==> src/rtl/cpu_phase_controller.sv <==
// Eight-phase instruction sequencer: phase counter, sticky halt and per-phase
// strobe decode for the PC, memory, IR, accumulator and data-bus drivers.
module cpu_phase_controller #(
  parameter int OP_W = 3
) (
  input  logic            clock,
  input  logic            reset,
  input  logic            enable,
  input  logic [OP_W-1:0] opcode,
  input  logic            zero,
  output logic [2:0]      phase,
  output logic            sel,
  output logic            rd,
  output logic            wr,
  output logic            ld_ir,
  output logic            ld_ac,
  output logic            inc_pc,
  output logic            ld_pc,
  output logic            data_e,
  output logic            halt
);

  localparam logic [OP_W-1:0] OP_HLT = 3'b000;
  localparam logic [OP_W-1:0] OP_SKZ = 3'b001;
  localparam logic [OP_W-1:0] OP_ADD = 3'b010;
  localparam logic [OP_W-1:0] OP_AND = 3'b011;
  localparam logic [OP_W-1:0] OP_XOR = 3'b100;
  localparam logic [OP_W-1:0] OP_LDA = 3'b101;
  localparam logic [OP_W-1:0] OP_STO = 3'b110;
  localparam logic [OP_W-1:0] OP_JMP = 3'b111;

  logic [2:0] phase_q, phase_d;
  logic       halt_q, halt_d;
  logic       run;
  logic       aluop, is_sto, is_jmp, is_skz;
  logic       sel_d, rd_d, wr_d, ld_ir_d, ld_ac_d, inc_pc_d, ld_pc_d, data_e_d;

  assign run    = enable & ~halt_q;
  assign aluop  = (opcode == OP_ADD) | (opcode == OP_AND) |
                  (opcode == OP_XOR) | (opcode == OP_LDA);
  assign is_sto = (opcode == OP_STO);
  assign is_jmp = (opcode == OP_JMP);
  assign is_skz = (opcode == OP_SKZ);

  always_ff @(posedge clock) begin
    if (reset) begin
      phase_q <= 3'd0;
      halt_q  <= 1'b0;
    end else begin
      phase_q <= phase_d;
      halt_q  <= halt_d;
    end
  end

  // Halt latches on the 4->5 step, so a halted core parks in phase 5.
  always_comb begin
    phase_d = phase_q;
    halt_d  = halt_q;
    if (run) begin
      phase_d = phase_q + 3'd1;
      if ((phase_q == 3'd4) && (opcode == OP_HLT))
        halt_d = 1'b1;
    end
  end

  always_comb begin
    sel_d    = 1'b0;
    rd_d     = 1'b0;
    wr_d     = 1'b0;
    ld_ir_d  = 1'b0;
    ld_ac_d  = 1'b0;
    inc_pc_d = 1'b0;
    ld_pc_d  = 1'b0;
    data_e_d = 1'b0;
    case (phase_q)
      3'd0: sel_d = 1'b1;
      3'd1: begin sel_d = 1'b1; rd_d = 1'b1; end
      3'd2: begin sel_d = 1'b1; rd_d = 1'b1; ld_ir_d = 1'b1; end
      3'd3: begin sel_d = 1'b1; rd_d = 1'b1; ld_ir_d = 1'b1; end
      3'd4: inc_pc_d = 1'b1;
      3'd5: rd_d = aluop;
      3'd6: begin
        rd_d     = aluop;
        inc_pc_d = is_skz & zero;
        ld_pc_d  = is_jmp;
        data_e_d = is_sto;
      end
      default: begin
        rd_d     = aluop;
        ld_ac_d  = aluop;
        ld_pc_d  = is_jmp;
        wr_d     = is_sto;
        data_e_d = is_sto;
      end
    endcase
  end

  // sel tracks the decode regardless of run; every strobe is gated by it.
  assign phase  = phase_q;
  assign halt   = halt_q;
  assign sel    = sel_d;
  assign rd     = rd_d     & run;
  assign wr     = wr_d     & run;
  assign ld_ir  = ld_ir_d  & run;
  assign ld_ac  = ld_ac_d  & run;
  assign inc_pc = inc_pc_d & run;
  assign ld_pc  = ld_pc_d  & run;
  assign data_e = data_e_d & run;

endmodule

==> config.mk <==
export PLATFORM = sky130hd
export DESIGN_NAME = cpu_phase_controller
export DESIGN_NICKNAME = d
export VERILOG_FILES = /design/src/rtl/cpu_phase_controller.sv
export SDC_FILE = /design/constraint.sdc
export NUM_CORES = 1
export LEC_CHECK = 0
export CAP_MARGIN = 10
export CORE_AREA = 8 8 45 47
export CTS_BUF_LIST = sky130_fd_sc_hd__clkbuf_4 sky130_fd_sc_hd__clkbuf_8 sky130_fd_sc_hd__clkbuf_16
export DETAILED_ROUTE_END_ITERATION = 16
export DIE_AREA = 0 0 53 55
export RECOVER_POWER = 50
export SLEW_MARGIN = 10
export SYNTH_ARGS = -nofsm -noshare
export SYNTH_HDL_FRONTEND = slang
export SYNTH_SLANG_ARGS = --single-unit
==> constraint.sdc <==
create_clock -name clock -period 1.9 [get_ports clock]
set_input_delay 0.285 -clock clock [delete_from_list [all_inputs] [get_ports clock]]
set_output_delay 0.285 -clock clock [all_outputs]
set_load 0.005 [all_outputs]
=== After elaboration in Yosys (flattened, before gate mapping) ===
Index checks and enable logic that the tools add are counted.

* Logic and storage cells: 47
* Register bits after elaboration: 4
* Input port bits: 7
* Output and inout bits: 12

* Muxes and demuxes: 8
* $add $sub $neg: 1
* Eq/ne operators: 13
* Reduce and logical (&&, ||, !) cells: 10
* Bitwise gates (word level): 13

{| class="wikitable"
|+ Operators with widths
! operator !! count
|-
| $eq 3x3->1 const B || 7
|-
| $eq 3x2->1 const B || 4
|-
| $and 1x1->1 || 9
|-
| $reduce_or 7->1 || 1
|-
| $eq 3x1->1 const B || 2
|-
| $logic_not 3->1 || 2
|-
| $mux 1 || 6
|-
| $reduce_or 6->1 || 1
|-
| $pmux 1 s2 || 2
|-
| $reduce_or 2->1 || 2
|-
| $reduce_or 4->1 || 1
|-
| $add 3x1->3 const B || 1
|-
| $or 1x1->1 || 3
|-
| $reduce_or 3->1 || 1
|-
| $reduce_and 2->1 || 1
|-
| $logic_and 1x1->1 || 1
|-
| $not 1->1 || 1
|}

=== Logic depth before layout (Yosys ltp) ===
* Word-level depth: 6
* Gate-level depth with buffers: 5
* Mapped depth without buffers: 5

=== Least setup slack after synthesis ===
OpenSTA, ideal clock, no wires.

* Path kind: reg-to-output
* Start: register phase_q[0] (netlist: phase[0])
* End: output wr
* Arrival: 1.382 ns
* Data required time: 1.615 ns
* Slack: 0.233 ns
* Buffers on the path: 0
* Stages on the path, launching flop included: 6
* Path through: dfxtp_1 inv_1 ha_1 nor2_1 o2111ai_2 a2111oi_2

* Cells in the longest elaborated chain, start to end: 4
* Elaborated cells on any way between the ends: 10
* Those cells by class: eq/ne (6); mux (1); bitwise (1); reduce/logical (2)

{| class="wikitable"
|+ RTL lines
! element !! RTL line !! RTL
|-
| start, declared || 32 || <nowiki>logic [2:0] phase_q, phase_d;</nowiki>
|-
| start signal, assigned || 50 || <nowiki>phase_q <= phase_d;</nowiki>
|-
| $eq 3x3->1, or another cell as far along || 75 || <nowiki>case (phase_q)</nowiki>
|-
| $reduce_or 7->1 (no line) * || - ||
|-
| $mux 1 * || 75 ||
|-
| $and 1x1->1 * || 103 || <nowiki>assign wr = wr_d & run;</nowiki>
|-
| end, declared || 14 || <nowiki>output logic wr,</nowiki>
|}

Every way passes the cells marked *; elsewhere a longest branch is shown, timed or not.

=== Final worst setup path ===
* Start: register phase_q[0] (netlist: phase[0])
* End: output rd

* Cells in the longest elaborated chain, start to end: 4
* Elaborated cells on any way between the ends: 9
* Those cells by class: eq/ne (4); mux (1); bitwise (1); reduce/logical (3)

{| class="wikitable"
|+ RTL lines
! element !! RTL line !! RTL
|-
| $eq 3x2->1, or another cell as far along || 75 ||
|-
| $reduce_or 3->1 (no line) or $reduce_or 2->1 (tied branches) || - ||
|-
| $pmux 1 s2 * || 75 ||
|-
| $and 1x1->1 * || 102 || <nowiki>assign rd = rd_d & run;</nowiki>
|-
| end, declared || 13 || <nowiki>output logic rd,</nowiki>
|}

Marks and branches as above.

==> flow_summary_export.csv <==
group,metric,value,unit
yosys,ys_seq_elements,4,
timing,hold_viol,0,
timing,rsz0062_at_grt,"true",
timing,max_freq,0.525,GHz
worst_hold_path,hold_depth,3,
yosys,dominantRegCellSynth,"dfxtp_1",
power,powerDensity,475,nW/um^2
timing,finalSetupViolCount,1,
detailed_routing,drt_iter0_markers,2,
yosys,synth_area,365,sq um
yosys,synthArstFlopShare,0,%
cts,cts_sinks,4,
yosys,syn_area_per_cell,8.70,sq um
floorplanning,design.core.area,1380,sq um
detailed_routing,drt-total-wl,1350,um
critical_path,path_delay_family,"buffers and inverters",
timing,finalCritPeriodShare,100,%
critical_path,path_cells,"inv_2 > ha_2 > buf_6 > nor2_2 > o22ai_2 > o21a_1 > dlygate4sd2_1",
critical_path,cp-end-kind,"output port",
cts,clk_path_buf_depth,2,
status,status,"finished with violations",
global_route,grt_usage,10.3,%
critical_path,rr_worst_depth,7,
cts,root_buffer,"clkbuf_4",
final_layout,fillCellCount,114,
critical_path,crit_cells,7,
detailed_routing,dr.pass1.iters,3,
floorplanning,initial_utilization,26.4,%
global_route,grt_pass1_vias,534,
timing,final.min_clock_period,1.91,ns
critical_path,r2r-start,"phase[2]",
detailed_routing,viasPerCell,4.87,
yosys,synth_common_cells,"inv_1, nor2_1, ha_1",
worst_hold_path,min_from,"enable",
place,port_buffers,18,
critical_path,critPathKind,"flip-flop to output port",
detailed_routing,wire_per_inst,13.6,um
yosys,ys_types,20,
final_layout,drive_gt1_share,62.7,%
place,detailed_place_hpwl,976,um
critical_path,slowest_stage,"dfxtp_4",
floorplanning,boundaryPins,19,
final_layout,multi_input_area,413,sq um
yosys,yosysSeqAreaShare,21.9,%
flow_run,maxCapViolCount,0,
cts,clk_pin_slew,0.03,ns
timing,fin_ws,-0.00609,ns
worst_hold_path,hold_class,"input port to flip-flop",
critical_path,crit_path_max_fanout,5,
yosys,synthCells,42,
final_layout,area.sequential,87.6,sq um
power,total_leakage_power,0.387,nW
final_layout,fin_nets,97,
yosys,syn_nets,54,
cts,ctsHoldBuffers,0,
floorplanning,die_h,55,um
power,ir_drop,319,uV
critical_path,crit_arrival,1.62,ns
yosys,synth_top_area_share,21.9,%
floorplanning,die_area,2920,sq um
place,pre_cts_slack,-0.433,ns
cts,clk_latency,0.23,ns
global_route,grt_max_degree,8,
critical_path,worst-path-buf-inv,3,
critical_path,crit_required,1.62,ns
yosys,ys_warn_count,0,
cts,tritoncts,"built",
worst_hold_path,min_to,"halt",
cts,numCtsBuffers,3,
final_layout,area_growth_syn_to_layout,143,%
place,placed_cell_area,678,sq um
global_route,antenna_found_initial,0,
status,violations,"setup timing",
global_route,globalRoute.totalOverflow,0,
timing,fin_skew,0.0000570,ns
yosys,yosys.area.top_type,"dfxtp_1",
timing,tightest_slew,0.319,ns
global_route,grt_pass1_wl,2270,um
detailed_routing,drtAntennaViolNets,0,
final_layout,final_cell_area,888,sq um
floorplanning,rows,14,
detailed_routing,vias,482,
final_layout,antenna_cells,0,
place,gp_congestion,0.700,
critical_path,r2r-end,"halt",
timing,slew_headroom,78.7,%
timing,slew_viol_final,0,
yosys,netlist_top_cells_area,"dfxtp_1, ha_1, inv_1",
critical_path,ff2ff_setup_slack,0.57,ns
critical_path,cp-start-kind,"flip-flop",
floorplanning,die_w,53,um
cts,htreeDepth,1,
critical_path,max_stage_delay,0.38,ns
detailed_routing,drc,0,
yosys,synth-edff-count,0,
-- cells in the final DEF (no fill, tap or decap), types with 2 or more instances in the layout --
master / Yosys / routed
clkdlybuf4s50_1: 0 / 6
nor2_1: 6 / 4
buf_2: 0 / 5
dlygate4sd2_1: 0 / 4
ha_4: 0 / 4
dlymetal6s2s_1: 0 / 2
dfxtp_4: 0 / 2
clkbuf_4: 0 / 3
inv_2: 0 / 2
dfxtp_1: 4 / 2
buf_4: 1 / 17
buf_6: 0 / 3
inv_1: 6 / 3
-- tightest hold or removal path, stage by stage --
cell and delay, ns:
dlygate4sd2_1 0.22, a41oi_1 0.12, nor2_1 0.08
-- per-stage QoR --
stage               utilization (%)  instances  hold WS, ns  total power (W)  setup TNS, ns
floorplan                         -         42        0.357         0.000162              0
global placement               49.0         91        0.495         0.000258          -2.11
detailed placement             49.0         91        0.502         0.000261          -2.31
CTS                            57.3         98        0.493         0.000409        -0.0677
global route                   64.2         99        0.558         0.000453         -0.260
finish                         64.2         99        0.499         0.000422       -0.00609
-- what timing repair did --
item	CTS	global route
endpoints found under the setup margin	8	7
setup buffers	4	1
gates resized for setup	46	18
pin swaps	6	8
-- worst max path at each step --
stage / slack (ns) / to / from
after floorplan: 0.23 / wr / phase[0]
after global placement: -0.39 / data_e / enable
after detailed placement: -0.43 / data_e / enable
after CTS: -0.05 / wr / phase[1]
after global routing: -0.08 / rd / phase[0]
final: -0.006 / rd / phase[0]
-- per-layer routing --
metal,vias to the layer above,track usage (%),part of all wire [%]
met2,13,19.1,57
met5,-,0,0
li1,239,-,-
met1,228,9.86,37
met3,2,2.14,5.2
met4,0,7.76,1.0
-- power breakdown --
part / internal, W / total [W] / switching [W] / leakage, nW
logic: 0.000123 / 0.000217 / 0.0000933 / 0.339
clock network: 0.0000706 / 0.000104 / 0.0000336 / 0.0138
registers: 0.0000910 / 0.000101 / 0.00000975 / 0.0341
total: 0.000285 / 0.000422 / 0.000137 / 0.387
-- flip-flops by register name, summed over array words and instances (netlist names) --
register / flops
halt: 1
phase: 3
-- cells by family (layout without fill, tap and decap cells) --
group | after synthesis | count (layout) | share of synthesized area (%)
AO/OA/AOI/OAI | 10 | 10 | 24.3
AND/OR/NAND/NOR | 13 | 13 | 20.9
multiplexers | 1 | 1 | 2.74
adder cells (fa/ha/maj) | 5 | 5 | 17.1
flip-flops | 4 | 4 | 21.9
buffers and inverters | 7 | 48 | 8.22
XOR/XNOR | 2 | 2 | 4.80
-- final cells by class --
type	count	share of cell area [%]
Multi-Input combinational cell	31	46.5
Clock buffer	3	2.54
Timing Repair Buffer	39	36.1
Inverter	6	2.82
Sequential cell	4	9.86
Tap cell	16	2.25
Note: power is estimated with default switching activity, not from simulation.
